$ cat src/rtl/csr_io_responder.sv
// csr_io_responder: responder end of the CSR I/O interface.
//   - Accepts HEX register writes (gpio_we && csr_addr == HEX_ADDR) and acks each one.
//   - Drives eight active-low seven-segment digits decoded from the HEX register.
//   - Synchronises and debounces the switch vector, which is readable at SW_ADDR.
// Optional feature macro: CSR_READBACK_EN (HEX register readable at HEX_ADDR).
// Ports:
//   clk, rst_n            clock, asynchronous active-low reset
//   gpio_we               CSR write strobe
//   csr_addr, csr_wdata   CSR address / write data of the current EX instruction
//   csr_rdata             combinational read data to the writeback mux
//   sw_raw                asynchronous board switches
//   hex_reg               current HEX register contents
//   hex_seg               digit i on [7i+6:7i], gfedcba active-low
//   wr_ack                one-cycle pulse per accepted HEX write
module csr_io_responder #(
    parameter int unsigned SW_W            = 18,
    parameter int unsigned DEBOUNCE_CYCLES = 50000,
    parameter logic [11:0] HEX_ADDR        = 12'hF02,
    parameter logic [11:0] SW_ADDR         = 12'hF00
) (
    input  logic            clk,
    input  logic            rst_n,
    input  logic            gpio_we,
    input  logic [11:0]     csr_addr,
    input  logic [31:0]     csr_wdata,
    output logic [31:0]     csr_rdata,
    input  logic [SW_W-1:0] sw_raw,
    output logic [31:0]     hex_reg,
    output logic [55:0]     hex_seg,
    output logic            wr_ack
);

    localparam int unsigned CNT_W = $clog2(DEBOUNCE_CYCLES + 1);
    localparam logic [CNT_W-1:0] CNT_LAST = CNT_W'(DEBOUNCE_CYCLES - 1);

    typedef enum logic {
        STABLE   = 1'b0,
        COUNTING = 1'b1
    } db_state_e;

    logic [31:0]     hex_reg_q, hex_reg_d;
    logic [55:0]     hex_seg_q, hex_seg_d;
    logic            wr_ack_q, wr_ack_d;
    logic [SW_W-1:0] sync1_q, sync1_d;
    logic [SW_W-1:0] sw_sync_q, sw_sync_d;
    logic [SW_W-1:0] sw_stable_q, sw_stable_d;
    logic [SW_W-1:0] cand_q, cand_d;
    logic [CNT_W-1:0] cnt_q, cnt_d;
    db_state_e       state_q, state_d;

    // Seven-segment decode of one nibble, gfedcba active-low.
    function automatic logic [6:0] seg7(input logic [3:0] nib);
        logic [6:0] s;
        case (nib)
            4'h0: s = 7'h40;
            4'h1: s = 7'h79;
            4'h2: s = 7'h24;
            4'h3: s = 7'h30;
            4'h4: s = 7'h19;
            4'h5: s = 7'h12;
            4'h6: s = 7'h02;
            4'h7: s = 7'h78;
            4'h8: s = 7'h00;
            4'h9: s = 7'h10;
            4'hA: s = 7'h08;
            4'hB: s = 7'h03;
            4'hC: s = 7'h46;
            4'hD: s = 7'h21;
            4'hE: s = 7'h06;
            default: s = 7'h0E;
        endcase
        return s;
    endfunction

    // Write path and display reload; the display follows one cycle behind the
    // register, so the ack flop doubles as the reload enable.
    always_comb begin
        hex_reg_d = hex_reg_q;
        wr_ack_d  = 1'b0;
        hex_seg_d = hex_seg_q;
        if (gpio_we && (csr_addr == HEX_ADDR)) begin
            hex_reg_d = csr_wdata;
            wr_ack_d  = 1'b1;
        end
        if (wr_ack_q) begin
            for (int i = 0; i < 8; i++) begin
                hex_seg_d[7*i +: 7] = seg7(hex_reg_q[4*i +: 4]);
            end
        end
    end

    // Two-flop synchroniser and whole-vector debounce FSM.
    always_comb begin
        sync1_d     = sw_raw;
        sw_sync_d   = sync1_q;
        sw_stable_d = sw_stable_q;
        cand_d      = cand_q;
        cnt_d       = cnt_q;
        state_d     = state_q;
        case (state_q)
            STABLE: begin
                if (sw_sync_q != sw_stable_q) begin
                    cand_d  = sw_sync_q;
                    cnt_d   = '0;
                    state_d = COUNTING;
                end
            end
            default: begin
                if (sw_sync_q == sw_stable_q) begin
                    cnt_d   = '0;
                    state_d = STABLE;
                end else if (sw_sync_q != cand_q) begin
                    cand_d = sw_sync_q;
                    cnt_d  = '0;
                end else if (cnt_q == CNT_LAST) begin
                    sw_stable_d = cand_q;
                    cnt_d       = '0;
                    state_d     = STABLE;
                end else begin
                    cnt_d = cnt_q + CNT_W'(1);
                end
            end
        endcase
    end

    // Combinational read mux.
    always_comb begin
        csr_rdata = 32'h0;
        if (csr_addr == SW_ADDR) begin
            csr_rdata = 32'(sw_stable_q);
        end
`ifdef CSR_READBACK_EN
        else if (csr_addr == HEX_ADDR) begin
            csr_rdata = hex_reg_q;
        end
`endif
    end

    always_ff @(posedge clk or negedge rst_n) begin
        if (!rst_n) begin
            hex_reg_q   <= '0;
            hex_seg_q   <= '1;
            wr_ack_q    <= 1'b0;
            sync1_q     <= '0;
            sw_sync_q   <= '0;
            sw_stable_q <= '0;
            cand_q      <= '0;
            cnt_q       <= '0;
            state_q     <= STABLE;
        end else begin
            hex_reg_q   <= hex_reg_d;
            hex_seg_q   <= hex_seg_d;
            wr_ack_q    <= wr_ack_d;
            sync1_q     <= sync1_d;
            sw_sync_q   <= sw_sync_d;
            sw_stable_q <= sw_stable_d;
            cand_q      <= cand_d;
            cnt_q       <= cnt_d;
            state_q     <= state_d;
        end
    end

    assign hex_reg = hex_reg_q;
    assign hex_seg = hex_seg_q;
    assign wr_ack  = wr_ack_q;

endmodule

$ cat config.mk
export PLATFORM = sky130hd
export DESIGN_NAME = csr_io_responder
export DESIGN_NICKNAME = d
export VERILOG_FILES = /design/src/rtl/csr_io_responder.sv
export SDC_FILE = /design/constraint.sdc
export NUM_CORES = 1
export LEC_CHECK = 0
export ABC_AREA = 1
export BUFFER_PORTS_ARGS = -buffer_cell sky130_fd_sc_hd__buf_2
export CAP_MARGIN = 20
export CORE_ASPECT_RATIO = 1.5
export CORE_MARGIN = 2
export CORE_UTILIZATION = 50
export CTS_CLUSTER_DIAMETER = 40
export CTS_CLUSTER_SIZE = 24
export DETAILED_ROUTE_END_ITERATION = 16
export PLACE_DENSITY = 0.76
export SYNTH_ARGS = -nofsm -noshare
export SYNTH_HDL_FRONTEND = slang
export SYNTH_SLANG_ARGS = --single-unit
$ cat constraint.sdc
create_clock -name clk -period 1.8 [get_ports clk]
set_input_delay 0.36 -clock clk [delete_from_list [all_inputs] [get_ports clk]]
set_output_delay 0.36 -clock clk [all_outputs]
set_load 0.02 [all_outputs]
==> flow_summary.ini, run 1 <==
[setup_path]
cp-start-kind = input pin
r2r_setup_slack_ns = 0.07
critPathKind = input pin to output pin
reg2regPathDepth = 11
worstPathArrival_ns = 1.50
crit_required_ns = 1.44
worstPathMaxFanout = 18
reg2reg_to = cnt_q[10]
timing.rr.start = sw_stable_q[13]
cp-end-kind = output pin

[power]
power.leakage_nw = 5.71
ir_worst_vdd_v = 0.000677
power.density_nw_per_um2 = 737
p_clk_share_pct = 46.6
total_power_mw = 8.60
comb_power_share_pct = 5.2
internal_power_mw = 6.65
p_sw_mw = 1.96
switching_share_pct = 22.7
p_seq_share_pct = 48.2

[place]
io_buffers = 171
dp_hpwl_mm = 16.5
dp_cells = 1548
gp_congestion = 0.889

[synth]
synth-main-ff-cell = dfrtp_1
synth-warning-count = 0
syn_area_um2 = 9380
synth.avg_cell_area_um2 = 8.18
yosysUniqueCellTypes = 45
ys_seq_elements = 178
synth_cells = 1146
async_flop_share_pct = 100
synth_edf_count = 0
ys_seq_area_share_pct = 48.3

[global_routing]
grt_pass1_wl_mm = 37.8
grt-ovfl-total = 0
antenna_found_initial = 2
grt_max_degree = 53
grt_pass1_vias = 7992
grt_usage_pct = 23.9

[finish]
syn2layout_area_growth_pct = 24.5
layout_common_cells = nand2_1, buf_2, dfrtp_1
layout.cells.non_filler = 1592
final_nets = 1440
drive_above_1_share_pct = 25.8
largest_register_ffs = 56
mostFrequentLayoutCell = nand2_1

[die]
initial_utilization_pct = 50.8
std_cell_rows = 61
die_area_um2 = 19900
fp.dieH_um = 172
coreArea_um2 = 18500
die_w_um = 116
ios = 186

[route]
wirelength_mm = 23.5
viasPerCell = 5.23
drt_iter0_drc = 444
drcViolationCount = 0
firstDrtPassIters = 6
avgRoutedWirePerCell_um = 14.8
ant_nets = 0
vias = 8320

[clock_network]
ctsLongestPathBuffers = 2
cts_sinks = 178
cts_tree = done
cts_root_buf = clkbuf_16
htreeDepth = 4
path_clk_slew_ns = 0.07
clock_latency_ns = 0.43
numCtsBuffers = 17

[run_status]
status = finished, violations left
violations = setup timing

[timing]
finalMaxSlewViolations = 0
hold_viol_final = 0
fin_ws_ns = -0.0621
rsz0062_at_grt = yes
finalCritPeriodShare_pct = 103
finalCriticalPeriod_ns = 1.86
final.setup.tns_ns = -0.626
finalSetupViolCount = 18
fin_skew_ns = 0.0125
max_freq_mhz = 537

[worst_hold_path]
min_path_cells = 1
hold_start = sw_raw[12]
worst_hold_path.endpoint = sw_sync_d[12]
hold_class = input pin to flip-flop

[flow_run]
max_cap_viol_count = 0
==> worst max path at each step <==
| stage | startpoint | endpoint | cells after the start |
|---|---|---|---|
| after global placement | csr_addr[7] | csr_rdata[0] | 7 |
| after CTS | csr_addr[7] | csr_rdata[3] | 7 |
| after detailed placement | csr_addr[7] | csr_rdata[6] | 7 |
| after global routing | csr_addr[7] | csr_rdata[4] | 7 |
| after floorplan | csr_addr[7] | csr_rdata[11] | 5 |
| final | csr_addr[7] | csr_rdata[4] | 7 |
==> metrics by stage <==
step                util, %  setup WS (ns)  instance area (um^2)  hold WS, ns
finish                 63.2        -0.0621                 11700       0.0292
global route           63.2         -0.130                 11700       0.0156
CTS                    62.2        -0.0919                 11500       0.0166
detailed placement     58.1         -0.110                 10700        0.293
global placement       58.1        -0.0643                 10700        0.292
floorplan                 -         0.0186                  9530       0.0644
==> cell type report <==
type / instances / area [um^2]
multi-input cells: 809 / 4290
well taps: 252 / 315
diodes: 1 / 2.50
inverters: 114 / 430
clock inverters: 9 / 139
repair buffers: 206 / 1460
clock buffers: 23 / 500
flip-flops and latches: 178 / 4530
fillers: 1561 / 6800
==> repair_timing <==
action | 4_1_cts | 5_1_grt
pin swaps | 0 | 9
setup endpoints to repair | 20 | 68
hold buffers | 1 | 0
hold endpoints to repair | 12 | 0
cloned | 1 | 2
resized for setup | 31 | 29
buffers inserted | 0 | 7
==> cell families (layout without fill, tap and decap cells) <==
family / count (synthesis) / in the layout / synth area share (%)
buffers and inverters: 174 / 352 / 8.17
adders and majority gates: 49 / 49 / 6.54
DFF: 178 / 178 / 48.3
and+or+nand+nor: 535 / 537 / 24.1
AOI/OAI and AO/OA: 199 / 199 / 12.0
xor gates and xnor gates: 10 / 10 / 0.934
other: 1 / 15 / 0.0400
==> critical path, stage by stage <==
cell	delay, ns
buf_6	0.09
or2_4	0.24
nor4_4	0.24
nand3_2	0.13
buf_12	0.19
nor2_1	0.10
buf_4	0.15
==> synthesized netlist by cell type, types with 2 or more instances <==
library cell | count | area share (%)
nor2_1 | 101 | 4.0
nand3_1 | 30 | 1.6
inv_1 | 99 | 4.0
dfrtp_1 | 122 | 33
o31ai_1 | 6 | 0.48
nor2_2 | 4 | 0.27
buf_4 | 25 | 2.0
nor3_1 | 8 | 0.43
a41oi_1 | 2 | 0.19
o21ai_0 | 92 | 4.9
clkbuf_1 | 30 | 1.2
dfstp_2 | 56 | 16
a21boi_0 | 2 | 0.16
nand4_1 | 42 | 2.8
nand2_1 | 338 | 14
ha_1 | 49 | 6.5
a31oi_1 | 23 | 1.5
buf_6 | 2 | 0.24
o22a_1 | 3 | 0.28
o21ai_1 | 11 | 0.59
a32o_1 | 2 | 0.21
inv_2 | 13 | 0.52
nand3_4 | 2 | 0.37
a21oi_1 | 42 | 2.2
or2_2 | 3 | 0.20
clkinv_1 | 2 | 0.080
buf_2 | 3 | 0.16
xor2_1 | 7 | 0.65
o211ai_1 | 9 | 0.72
xnor2_1 | 3 | 0.28
==> layer usage <==
| layer | vias to the layer above | track usage (%) | share of wire, % |
|---|---|---|---|
| met1 | 3921 | 26.8 | 39 |
| li1 | 4064 | - | - |
| met3 | 54 | 6.91 | 6.7 |
| met4 | 2 | 9.21 | 2.6 |
| met5 | - | 0 | 0.047 |
| met2 | 279 | 42.4 | 52 |
==> power by group through the flow <==
stage	Combinational [mW]	Sequential [mW]	Clock, mW
6_report	0.444	4.15	4.01
5_1_grt	0.503	4.16	4.25
4_1_cts	0.439	4.15	4.07
3_5_place_dp	0.431	4.22	0
3_3_place_gp	0.424	4.22	0
2_1_floorplan	0.215	4.22	0
(Power assumes the default switching activity.)
==> inputs of run 2 (changes only) <==
SKIP_CTS_REPAIR_TIMING = 1   (was unset)
==> run 2 against run 1 <==
The flow still finishes with violations (setup timing). Total power is essentially flat. Final cell count grew 0.31%. Die area unchanged. Clock skew about the same. Global-route usage down 0.23 points. Clock power hardly changed. Via count rose by 0.32%. Worst setup slack worse by 0.015 ns. Fmax fell by 0.79%. Final area grew 0.27%. Sequential power is essentially flat.
==> flow_summary.ini, run 2 (same netlist as run 1, synthesis figures left out) <==
[die]
die_area_um2 = 19900
coreArea_um2 = 18500
std_cell_rows = 61
die_w_um = 116
ios = 186
fp.dieH_um = 172
initial_utilization_pct = 50.8

[global_routing]
grt-ovfl-total = 0
grt_usage_pct = 23.7
grt_max_degree = 53
grt_pass1_wl_mm = 37.5
antenna_found_initial = 2
grt_pass1_vias = 7959

[timing]
finalSetupViolCount = 18
fin_ws_ns = -0.0769
fin_skew_ns = 0.0122
hold_viol_final = 0
finalCritPeriodShare_pct = 104
max_freq_mhz = 533
finalMaxSlewViolations = 0
rsz0062_at_grt = yes
finalCriticalPeriod_ns = 1.88

[clock_network]
path_clk_slew_ns = 0.07
cts_tree = done
htreeDepth = 4
cts_sinks = 178
clock_latency_ns = 0.44
numCtsBuffers = 17
cts_root_buf = clkbuf_16
ctsLongestPathBuffers = 2

[route]
firstDrtPassIters = 7
viasPerCell = 5.23
ant_nets = 0
avgRoutedWirePerCell_um = 14.8
drcViolationCount = 0
drt_iter0_drc = 434
vias = 8347
wirelength_mm = 23.6

[finish]
largest_register_ffs = 56
final_nets = 1445
mostFrequentLayoutCell = nand2_1
final_core_util_pct = 63.4
drive_above_1_share_pct = 26.0
layout.cells.non_filler = 1597
syn2layout_area_growth_pct = 24.8
layout_common_cells = nand2_1, buf_2, dfrtp_1

[run_status]
status = finished, violations left
violations = setup timing

[place]
dp_cells = 1548
io_buffers = 171
gp_congestion = 0.889
dp_hpwl_mm = 16.5

[power]
power.density_nw_per_um2 = 735
switching_share_pct = 22.7
comb_power_share_pct = 5.1
total_power_mw = 8.60
ir_worst_vdd_v = 0.000677
p_seq_share_pct = 48.3
p_sw_mw = 1.95
power.leakage_nw = 5.72
internal_power_mw = 6.65
p_clk_share_pct = 46.6

[setup_path]
critPathKind = input pin to output pin
crit_required_ns = 1.44
cp-end-kind = output pin
cp-start-kind = input pin
worstPathArrival_ns = 1.52
worstPathMaxFanout = 18

[worst_hold_path]
hold_class = input pin to flip-flop

[flow_run]
max_cap_viol_count = 0
run 2: cell types whose count changed in the layout (fill, tap and decap cells not counted), moves of 2 or more:
cell     previous run  this run
buf_4              20        25
buf_12             17        15
buf_8               0         2
nand3_4             3         5
run 2: metrics by stage:
step	setup slack, ns	TNS (ns)	cell area [um^2]	hold WS [ns]
floorplan	0.0186	0	9530	0.0644
global placement	-0.0643	-0.885	10700	0.292
detailed placement	-0.110	-1.42	10700	0.293
CTS	-0.115	-1.46	11400	-0.174
global route	-0.130	-2.09	11700	0.0159
finish	-0.0769	-0.698	11700	0.0307
run 2: worst paths after layout:
path                               from        endpoint  slack [ns]  depth (start not counted)
hold reg to reg            sw_sync_d[5]    sw_sync_q[5]        0.34                          0
hold / removal               sw_raw[12]   sw_sync_d[12]        0.03                          1
min in group asynchronous         rst_n     hex_reg[13]        0.39                          2
setup reg to reg           sw_sync_q[7]  sw_stable_q[3]        0.02                         12
max in group asynchronous         rst_n     hex_seg[53]        0.76                          3
setup / recovery            csr_addr[7]    csr_rdata[3]       -0.08                          7
run 2: power groups by stage:
stage,Combinational (mW),Clock [mW],Sequential (mW)
global route,0.502,4.25,4.16
floorplan,0.215,0,4.22
detailed placement,0.431,0,4.22
global placement,0.424,0,4.22
CTS,0.434,4.07,4.15
finish,0.441,4.01,4.15
run 2: cell type report:
cell class	instances	area, um^2
Sequential cell	178	4530
Antenna cell	1	2.50
Inverter	114	428
Timing Repair Buffer	210	1460
Tap cell	252	315
Clock inverter	9	139
Multi-Input combinational cell	810	4330
Clock buffer	23	500
Fill cell	1564	6770
run 2: critical path, stage by stage:
cell and delay, ns:
buf_6 0.09, or2_4 0.24, nor4_4 0.24, nand3_2 0.13, buf_12 0.19, nor2_2 0.12, buf_6 0.13
run 2: metal layers:
metal / up-vias / wire [um] / global-route usage, %
met5: - / 11 / 0
met2: 251 / 12300 / 41.9
li1: 4068 / - / -
met4: 2 / 643 / 9.11
met3: 54 / 1510 / 6.87
met1: 3972 / 9140 / 26.7
==> inputs of run 3 (changes only) <==
CORE_MARGIN = unset   (was 2)
==> run 3 against run 2 <==
The flow still finishes with violations (setup timing). Via count decreased by 1.7%. Sequential cell count unchanged. Fmax increased by 0.54%. Total power decreased by 3.7%. Final cell count decreased by 0.81%. Sequential power about the same. Combinational power decreased by 1%. Critical endpoint is now csr_rdata[0]. Largest power group unchanged.
==> flow_summary.ini, run 3 (same netlist as run 1, synthesis figures left out) <==
[run_status]
status = finished, violations left
violations = setup timing

[route]
drt_iter0_drc = 427
ant_nets = 0
viasPerCell = 5.18
wirelength_mm = 22.9
vias = 8207
avgRoutedWirePerCell_um = 14.5
firstDrtPassIters = 7
drcViolationCount = 0

[flow_run]
max_cap_viol_count = 0

[place]
gp_congestion = 0.903
pre_cts_slack_ns = -0.146
io_buffers = 171
dp_cells = 1549
dp_hpwl_mm = 16.4

[clock_network]
cts_root_buf = clkbuf_16
cts_sinks = 178
htreeDepth = 4
path_clk_slew_ns = 0.07
clock_latency_ns = 0.43
cts_tree = done
ctsLongestPathBuffers = 2
numCtsBuffers = 17

[setup_path]
timing.rr.start = sw_stable_q[12]
reg2regPathDepth = 11
r2r_setup_slack_ns = 0.12
cp-end-kind = output pin
cp-start-kind = input pin
worstPathMaxFanout = 18
crit_required_ns = 1.44
worstPathArrival_ns = 1.51
reg2reg_to = cand_q[6]
critPathKind = input pin to output pin

[global_routing]
grt_usage_pct = 24.5
antenna_found_initial = 0
grt_pass1_vias = 7877
grt-ovfl-total = 0
grt_pass1_wl_mm = 37.7
grt_max_degree = 59

[finish]
layout_common_cells = nand2_1, buf_2, dfrtp_1
multi_input_area_um2 = 4260
antenna_cells = 0
drive_above_1_share_pct = 25.1
fillCellCount = 1660
final_nets = 1433
layout.cells.non_filler = 1584
syn2layout_area_growth_pct = 22.0
mostFrequentLayoutCell = nand2_1
largest_register_ffs = 56
regArea_um2 = 4530

[power]
ir_worst_vdd_v = 0.000611
power.leakage_nw = 5.62
power.density_nw_per_um2 = 723

[worst_hold_path]
worst_hold_path.endpoint = sw_sync_d[8]
hold_class = input pin to flip-flop
min_path_cells = 1
hold_start = sw_raw[8]

[die]
fp.dieH_um = 170
coreArea_um2 = 18500
ios = 186
die_w_um = 114
initial_utilization_pct = 50.8
die_area_um2 = 19300
std_cell_rows = 61

[timing]
rsz0062_at_grt = yes
finalCritPeriodShare_pct = 104
finalCriticalPeriod_ns = 1.87
finalSetupViolCount = 18
finalMaxSlewViolations = 0
hold_viol_final = 0
fin_skew_ns = 0.0110
final.setup.tns_ns = -0.509
max_freq_mhz = 536
fin_ws_ns = -0.0669
[run 3: worst max path at each step]
stage	start	slack [ns]	to	cells after the start
after floorplan	csr_addr[7]	0.02	csr_rdata[11]	5
after global placement	csr_addr[7]	-0.06	csr_rdata[1]	7
after detailed placement	csr_addr[7]	-0.15	csr_rdata[6]	7
after CTS	csr_addr[7]	-0.15	csr_rdata[6]	7
after global routing	csr_addr[7]	-0.16	csr_rdata[6]	7
final	csr_addr[7]	-0.07	csr_rdata[0]	7
[run 3: area by class of cell]
cell class | instances | area share, %
clock buffer | 18 | 3.84
sequential | 178 | 39.6
inverter | 114 | 3.76
timing repair buffer | 201 | 11.7
multi-input combinational | 807 | 37.2
clock inverter | 14 | 1.21
tap | 252 | 2.76
[run 3: where the power goes]
part,internal (mW),total [mW],switching (mW),leakage [nW]
logic,0.152,0.435,0.283,3.37
registers,4.08,4.15,0.0659,1.98
clock network,2.07,3.69,1.62,0.273
total,6.31,8.28,1.97,5.62
[run 3: through the flow]
stage / power, mW / cell area [um^2] / util (%) / hold slack [ns]
floorplan: 4.43 / 9530 / - / 0.0644
global placement: 4.64 / 10700 / 57.8 / 0.273
detailed placement: 4.65 / 10700 / 57.8 / 0.275
CTS: 8.33 / 11300 / 61.0 / -0.184
global route: 8.57 / 11400 / 61.9 / 0.0145
finish: 8.28 / 11400 / 61.9 / 0.0320
[run 3: critical path: stages]
cell	delay, ns
buf_6	0.09
or2_4	0.24
nor4_4	0.23
nand3_2	0.12
buf_12	0.19
nor2_1	0.11
buf_4	0.15
[run 3: metal layers]
layer	track usage, %	part of all wire [%]
met5	0	0
met4	9.32	2.5
met3	5.75	5.8
met2	43.4	52
met1	28.5	40
